==> src/rtl/mc_ctrl_pkg.sv <==
// mc_ctrl_pkg: shared types and constants for the multicycle stage controller.
//   state_e      - sequencer state encoding (3-bit)
//   JUMP..CONT   - bit positions inside the decoded control word
//   STG_*        - bit positions inside the one-hot stage_en vector
package mc_ctrl_pkg;

  typedef enum logic [2:0] {
    S_IDLE = 3'd0,
    S_IF   = 3'd1,
    S_ID   = 3'd2,
    S_EX   = 3'd3,
    S_MEM  = 3'd4,
    S_WB   = 3'd5,
    S_ERR  = 3'd6
  } state_e;

  // Control word bit map (bits above CW_USED_W-1 are reserved).
  localparam int unsigned JUMP     = 6;
  localparam int unsigned IMM      = 5;
  localparam int unsigned STORE    = 4;
  localparam int unsigned MEM      = 3;
  localparam int unsigned WBSEL_HI = 2;
  localparam int unsigned WBSEL_LO = 1;
  localparam int unsigned CONT     = 0;
  localparam int unsigned CW_USED_W = 7;

  // stage_en bit map {WB,MEM,EX,ID,IF}
  localparam int unsigned STG_IF  = 0;
  localparam int unsigned STG_ID  = 1;
  localparam int unsigned STG_EX  = 2;
  localparam int unsigned STG_MEM = 3;
  localparam int unsigned STG_WB  = 4;

endpackage

==> src/rtl/mc_stage_ctrl_if.sv <==
// mc_stage_ctrl_if: data memory request/ready handshake.
//   mem_req   - controller requests an access this cycle
//   mem_we    - 1 store, 0 load; valid with mem_req
//   mem_ready - memory completes the access this cycle
interface mc_stage_ctrl_if;
  logic mem_req;
  logic mem_we;
  logic mem_ready;

  modport master (output mem_req, output mem_we, input  mem_ready);
  modport slave  (input  mem_req, input  mem_we, output mem_ready);
endinterface

==> src/rtl/mc_wait_timer.sv <==
// mc_wait_timer: counts consecutive memory wait cycles.
//   clk, rst - clock and synchronous active-high reset
//   clear    - zero the count (takes priority over enable)
//   enable   - increment the count
//   expired  - count has reached WAIT_MAX
module mc_wait_timer #(
  parameter int unsigned WAIT_W   = 4,
  parameter int unsigned WAIT_MAX = 15
) (
  input  logic clk,
  input  logic rst,
  input  logic clear,
  input  logic enable,
  output logic expired
);

  logic [WAIT_W-1:0] cnt_q, cnt_d;

  always_comb begin
    cnt_d = cnt_q;
    if (clear)       cnt_d = '0;
    else if (enable) cnt_d = cnt_q + 1'b1;
  end

  always_ff @(posedge clk) begin
    if (rst) cnt_q <= '0;
    else     cnt_q <= cnt_d;
  end

  assign expired = (cnt_q == WAIT_W'(WAIT_MAX));

endmodule

==> src/rtl/mc_stage_ctrl.sv <==
// mc_stage_ctrl: multicycle IF/ID/EX/MEM/WB sequencer.
//   clk, rst     - clock, synchronous active-high reset
//   run          - leave IDLE / continue after retire
//   stall        - hold IF/ID/EX/WB with stage enables suppressed
//   ctrl         - decoded control word, captured in ID
//   mem          - data memory handshake (master side)
//   stage_en     - one-hot stage enable {WB,MEM,EX,ID,IF}
//   jump_en      - IF takes jump target of the previous instruction
//   imm_en       - EX operand B is the immediate
//   expc_en      - EX produces a PC-relative result
//   wb_ctrl      - WB source select
//   retire       - registered one-cycle completion pulse
//   err          - sticky memory-timeout error
//   instret      - retired instruction count
module mc_stage_ctrl
  import mc_ctrl_pkg::*;
#(
  parameter int unsigned CTRL_W   = 7,
  parameter int unsigned WAIT_MAX = 15,
  parameter int unsigned WAIT_W   = 4,
  parameter int unsigned CNT_W    = 32
) (
  input  logic              clk,
  input  logic              rst,
  input  logic              run,
  input  logic              stall,
  input  logic [CTRL_W-1:0] ctrl,
  mc_stage_ctrl_if.master   mem,
  output logic [4:0]        stage_en,
  output logic              jump_en,
  output logic              imm_en,
  output logic              expc_en,
  output logic [1:0]        wb_ctrl,
  output logic              retire,
  output logic              err,
  output logic [CNT_W-1:0]  instret
);

  state_e                 state_q, state_d;
  logic [CW_USED_W-1:0]   ctrl_q, ctrl_d;
  logic                   jump_q, jump_d;
  logic                   err_q, err_d;
  logic                   retire_q, retire_d;
  logic [CNT_W-1:0]       instret_q, instret_d;
  logic                   wait_en, wait_expired, done;

  mc_wait_timer #(
    .WAIT_W   (WAIT_W),
    .WAIT_MAX (WAIT_MAX)
  ) u_wait_timer (
    .clk     (clk),
    .rst     (rst),
    .clear   (!wait_en),
    .enable  (wait_en),
    .expired (wait_expired)
  );

  always_comb begin
    state_d     = state_q;
    ctrl_d      = ctrl_q;
    jump_d      = jump_q;
    err_d       = err_q;
    instret_d   = instret_q;
    retire_d    = 1'b0;
    done        = 1'b0;
    wait_en     = 1'b0;
    stage_en    = '0;
    jump_en     = 1'b0;
    imm_en      = 1'b0;
    expc_en     = 1'b0;
    wb_ctrl     = '0;
    mem.mem_req = 1'b0;
    mem.mem_we  = 1'b0;

    case (state_q)
      S_IDLE: if (run) state_d = S_IF;
      S_IF: begin
        jump_en = jump_q;
        if (!stall) begin
          stage_en[STG_IF] = 1'b1;
          state_d          = S_ID;
        end
      end
      S_ID: begin
        if (!stall) begin
          stage_en[STG_ID] = 1'b1;
          ctrl_d           = ctrl[CW_USED_W-1:0];
          state_d          = S_EX;
        end
      end
      S_EX: begin
        imm_en  = ctrl_q[IMM];
        expc_en = (ctrl_q[WBSEL_HI:WBSEL_LO] == 2'b01);
        if (!stall) begin
          stage_en[STG_EX] = 1'b1;
          if (!ctrl_q[CONT])    done    = 1'b1;
          else if (ctrl_q[MEM]) state_d = S_MEM;
          else                  state_d = S_WB;
        end
      end
      S_MEM: begin
        stage_en[STG_MEM] = 1'b1;
        mem.mem_req       = 1'b1;
        mem.mem_we        = ctrl_q[STORE];
        // Ready wins over timeout, so completion on the last allowed cycle is normal.
        if (mem.mem_ready) begin
          if (ctrl_q[STORE]) done    = 1'b1;
          else               state_d = S_WB;
        end else if (wait_expired) begin
          state_d = S_ERR;
          err_d   = 1'b1;
        end else begin
          wait_en = 1'b1;
        end
      end
      S_WB: begin
        wb_ctrl = ctrl_q[WBSEL_HI:WBSEL_LO];
        if (!stall) begin
          stage_en[STG_WB] = 1'b1;
          done             = 1'b1;
        end
      end
      S_ERR:   ;
      default: state_d = S_IDLE;
    endcase

    if (done) begin
      retire_d  = 1'b1;
      instret_d = instret_q + 1'b1;
      jump_d    = ctrl_q[JUMP];
      state_d   = run ? S_IF : S_IDLE;
    end
  end

  always_ff @(posedge clk) begin
    if (rst) begin
      state_q   <= S_IDLE;
      ctrl_q    <= '0;
      jump_q    <= 1'b0;
      err_q     <= 1'b0;
      retire_q  <= 1'b0;
      instret_q <= '0;
    end else begin
      state_q   <= state_d;
      ctrl_q    <= ctrl_d;
      jump_q    <= jump_d;
      err_q     <= err_d;
      retire_q  <= retire_d;
      instret_q <= instret_d;
    end
  end

  assign retire  = retire_q;
  assign err     = err_q;
  assign instret = instret_q;

endmodule

==> src/flat_wrapper.sv <==
// flat-port wrapper written by rule: the top's interface ports become plain ports
module mc_stage_ctrl_flat import mc_ctrl_pkg::*;
#(
  parameter int unsigned CTRL_W   = 7,
  parameter int unsigned WAIT_MAX = 15,
  parameter int unsigned WAIT_W   = 4,
  parameter int unsigned CNT_W    = 32
)
  (clk, rst, run, stall, ctrl, stage_en, jump_en, imm_en, expc_en, wb_ctrl, retire, err, instret, mem_mem_req, mem_mem_we, mem_mem_ready);
  mc_stage_ctrl_if mem_i ();
  input  logic clk;
  input  logic rst;
  input  logic run;
  input  logic stall;
  input  logic [CTRL_W-1:0] ctrl;
  output logic [4:0] stage_en;
  output logic jump_en;
  output logic imm_en;
  output logic expc_en;
  output logic [1:0] wb_ctrl;
  output logic retire;
  output logic err;
  output logic [CNT_W-1:0] instret;
  output wire logic [$bits(mem_i.mem_req)-1:0] mem_mem_req;
  output wire logic [$bits(mem_i.mem_we)-1:0] mem_mem_we;
  input wire logic [$bits(mem_i.mem_ready)-1:0] mem_mem_ready;
  assign mem_mem_req = mem_i.mem_req;
  assign mem_mem_we = mem_i.mem_we;
  assign mem_i.mem_ready = mem_mem_ready;
  mc_stage_ctrl #(.CTRL_W(CTRL_W), .WAIT_MAX(WAIT_MAX), .WAIT_W(WAIT_W), .CNT_W(CNT_W)) u_core (.clk(clk), .rst(rst), .run(run), .stall(stall), .ctrl(ctrl), .mem(mem_i), .stage_en(stage_en), .jump_en(jump_en), .imm_en(imm_en), .expc_en(expc_en), .wb_ctrl(wb_ctrl), .retire(retire), .err(err), .instret(instret));
endmodule
==> config.mk <==
export PLATFORM = sky130hd
export DESIGN_NAME = mc_stage_ctrl_flat
export DESIGN_NICKNAME = d
export VERILOG_FILES = /design/src/rtl/mc_ctrl_pkg.sv /design/src/rtl/mc_stage_ctrl_if.sv /design/src/rtl/mc_wait_timer.sv /design/src/rtl/mc_stage_ctrl.sv /design/src/flat_wrapper.sv
export SDC_FILE = /design/constraint.sdc
export NUM_CORES = 1
export LEC_CHECK = 0
export CORE_UTILIZATION = 30
export CTS_CLUSTER_SIZE = 40
export DETAILED_ROUTE_END_ITERATION = 8
export GPL_TIMING_DRIVEN = 0
export HOLD_SLACK_MARGIN = 0.08
export PLACE_DENSITY = 0.55
export SLEW_MARGIN = 25
export SYNTH_ARGS = -nofsm -noshare
export SYNTH_HDL_FRONTEND = slang
export SYNTH_SLANG_ARGS = --single-unit
==> constraint.sdc <==
create_clock -name clk -period 2.5 [get_ports clk]
set_input_delay 0.375 -clock clk [delete_from_list [all_inputs] [get_ports clk]]
set_output_delay 0.375 -clock clk [all_outputs]
set_load 0.01 [all_outputs]
==> flow_metrics.py <==
metrics = {
    "route": {
        "vias": 2282,
        "dr.pass1.iters": 4,
        "vias_per_cell": 5.02,
        "routedWlPerCell_um": 13.5,
        "drc": 0,
        "antenna_left": 0,
        "postRouteWirelength_um": 6140,
        "drt_iter0_markers": 72,
    },
    "sta": {
        "worstMarginPinSlew_ns": 0.531,
        "whs_ns": 0.451,
        "skew_ns": 0.00816,
        "fin_crit_ns": 2.32,
        "slew_violations": 0,
        "hold_violations": 0,
        "max-slew-margin-rel_pct": 64.6,
        "max_clock_freq_ghz": 0.432,
        "min_period_over_period_pct": 92.7,
        "setup-violations-final": 0,
        "rsz0062_at_grt": "no",
        "setup_tns_ns": 0,
    },
    "floorplan": {
        "ios": 58,
        "start_util_pct": 31.1,
        "dieHeight_um": 91.7,
        "fp.coreArea_um2": 7770,
        "die_area_um2": 8410,
        "die_width_um": 91.7,
        "rows": 32,
    },
    "layout": {
        "multi_input_area_um2": 1330,
        "finalNetCount": 367,
        "antennaDiodeCount": 0,
        "layout.cells.non_filler": 455,
        "final_core_util_pct": 41.6,
        "area_growth_pct": 33.8,
        "drive_above_1_share_pct": 7.37,
        "fillerInstances": 812,
        "final-seq-area_um2": 981,
    },
    "logic_synthesis": {
        "synth_compound_area_share_pct": 18.4,
        "synthTopCellsByArea": "dfxtp_1, nor2_1, a21oi_1",
        "ys_seq_area_share_pct": 40.6,
        "synth_top_area_share_pct": 40.6,
        "synth_area_um2": 2410,
        "synth-edff-count": 0,
        "syn_nets": 301,
        "synth.avg_cell_area_um2": 8.41,
        "muxShareOfSynthArea_pct": 3.37,
        "synth-simple-area-share_pct": 26.6,
        "synth_fa_ha_area_share_pct": 1.04,
        "synthCells": 287,
        "async_flop_share_pct": 0,
        "synth_top_family_by_area": "simple AND/OR/NAND/NOR gates",
        "synth.distinct_cells": 45,
        "ys_ff_latch": 49,
        "ys.flop_type": "dfxtp_1",
        "synth.largest_area_cell": "dfxtp_1",
        "yosysWarnings": 0,
        "synth-xor-area-share_pct": 5.44,
    },
    "setup_path": {
        "critPathTopFamily": "compound AO/OA/AOI/OAI gates",
        "path_class": "in -> reg",
        "crit_top_cell": "o21a_1",
        "r2r_start": "u_core.state_q[2]",
        "r2r-end": "u_core.instret[31]",
        "reg2reg_setup_slack_ns": 0.26,
        "slowest_stage": "clkdlybuf4s50_1",
        "startpoint_type": "input pin",
        "cpPeakStageDelay_ns": 0.58,
        "worstPathRequired_ns": 2.71,
        "crit_buf_inv": 2,
        "path_cells": "clkdlybuf4s50_1 -> nand3b_1 -> a21boi_4 -> o2111ai_1 -> buf_2 -> o21a_1 -> o21a_1",
        "reg2reg_depth": 6,
        "path_depth": 7,
        "worstPathMaxFanout": 10,
        "cp.arrival_ns": 2.53,
        "end_kind": "register",
    },
    "place": {
        "hpwl_um": 4550,
        "placed_cells": 444,
        "gp_congestion": 0.866,
        "port_buffers": 55,
    },
    "min_path": {
        "hold_depth": 1,
        "worstHoldEndpoint": "u_core.u_wait_timer.cnt_q[0]",
        "hold_class": "reg -> reg",
        "holdCritStartpoint": "u_core.u_wait_timer.cnt_q[0]",
    },
    "power": {
        "power.density_nw_per_um2": 493,
        "ir_drop_v": 0.000334,
        "fin_total_pwr_mw": 1.59,
        "leakage_nw": 1.05,
    },
    "cts": {
        "root_buffer": "clkbuf_8",
        "clock_latency_ns": 0.31,
        "cts.path.max_buffers": 2,
        "cts_tree": "done",
        "path_clk_slew_ns": 0.09,
        "cts_sinks": 49,
        "numCtsBuffers": 5,
        "htreeDepth": 2,
        "cts-hold-fix-buffers": 0,
    },
    "grt": {
        "grt_pass1_wl_um": 10400,
        "grt_pass1_vias": 2157,
        "grt-busiest-layer": "met2",
        "antenna_found_initial": 0,
        "grtUsageMet2_pct": 23.8,
        "gr-usage-all-layers_pct": 15.5,
        "grtUsageMet3_pct": 3.48,
        "grt_overflow": 0,
        "met1_usage_pct": 20.7,
        "grt_start_max_net_pins": 15,
    },
    "run": {
        "cap_violations": 0,
    },
    "outcome": {
        "status": "finished, final reports clean",
    },
}
## layout by cell type, fill, tap and decap left out, drive strengths merged, types with 2 or more instances in the layout
master | Yosys | routed
o21a | 2 | 2
inv | 10 | 10
nor2 | 37 | 37
or3 | 11 | 11
mux2i | 7 | 7
nand4 | 4 | 4
o2111ai | 6 | 6
nor3 | 7 | 7
o211ai | 7 | 7
buf | 5 | 10
or4 | 7 | 7
nand2 | 18 | 18
nor3b | 3 | 3
clkbuf | 10 | 14
a211oi | 2 | 2
nand2b | 2 | 2
dfxtp | 49 | 49
xor2 | 12 | 12
o21ai | 19 | 19
ha | 2 | 2
and2 | 3 | 3
xnor2 | 3 | 3
and4 | 2 | 2
nand3 | 11 | 11
nor2b | 3 | 3
o31ai | 5 | 5
nand3b | 2 | 2
clkdlybuf4s50 | 0 | 55
nor4 | 3 | 3
a21oi | 22 | 22
and3 | 7 | 7
## Yosys cell counts (2+ instances only)
library cell  instances
a211oi_1              2
a21oi_1              22
and2_1                3
and3_1                7
and4_1                2
buf_2                 3
clkbuf_1             10
dfxtp_1              49
ha_1                  2
inv_1                10
mux2i_1               7
nand2_1              18
nand2b_1              2
nand3_1              11
nand4_1               4
nor2_1               37
nor2b_1               3
nor3_1                5
nor3b_1               2
nor4_1                3
o2111ai_1             5
o211ai_1              7
o21a_1                2
o21ai_0              17
o31ai_1               5
or3_1                11
or4_1                 7
xnor2_1               3
xor2_1               12
## state kept, by name, indices dropped and copies added, names as in the netlist
register and cells:
u_core.ctrl_q 7, u_core.jump_q 1, u_core.state_q 3, u_core.u_wait_timer.cnt_q 4, u_core.retire 1, u_core.instret 32, u_core.err 1
## final cells by class
type,instances,share of cell area (%)
inverter,10,1.16
clock inverter,2,1.08
sequential,49,30.4
multi-input combinational,213,41.0
buffer,15,2.36
clock buffer,5,2.13
timing repair buffer,59,18.0
tap,102,3.95
## where the power goes
| group | leakage, nW | internal, mW | switching [mW] | total, mW |
|---|---|---|---|---|
| clock | 0.0540 | 0.291 | 0.269 | 0.560 |
| sequential | 0.395 | 0.799 | 0.0217 | 0.821 |
| combinational | 0.603 | 0.0950 | 0.118 | 0.213 |
## worst max-delay path by stage
stage / startpoint / end
after floorplan: stall / u_core.instret[31]
after global placement: mem_mem_ready / u_core.instret[31]
after detailed placement: mem_mem_ready / u_core.instret[31]
after CTS: u_core.state_q[0] / stage_en[1]
after global routing: mem_mem_ready / u_core.instret[31]
final: mem_mem_ready / u_core.instret[31]
## worst reg2reg max path: cells and delay by family (launching register included)
kind,cells,cell delay [ns]
DFF,1,0.47
and+or+nand+nor,1,0.25
buffers and inverters,1,0.30
AOI/OAI and AO/OA,4,1.13
## what timing repair did
| action | 4_1_cts | 5_1_grt |
|---|---|---|
| pin swaps | 0 | 0 |
| setup buffers | 0 | 4 |
| endpoints found under the setup margin | 1 | 3 |
| resized for setup | 2 | 3 |
## per-stage QoR
step	setup slack [ns]	instance area (µm²)
global placement	-0.143	3090
detailed placement	-0.130	3090
floorplan	0.630	2410
CTS	0.0459	3200
finish	0.184	3230
global route	0.0266	3230
## kinds of logic after synthesis
kind of cell	count (synthesis)
AND/OR/NAND/NOR	121
adder cells (fa/ha/maj)	2
flip-flops	49
AO/OA/AOI/OAI	67
multiplexers	8
buffers and inverters	25
XOR/XNOR	15
## per-layer routing
metal,vias to the layer above,part of all wire (%)
li1,1163,-
met1,1061,49
met2,50,45
met3,8,4.2
met4,0,1.8
met5,-,0
No activity file was read; power rests on OpenSTA's default activity.
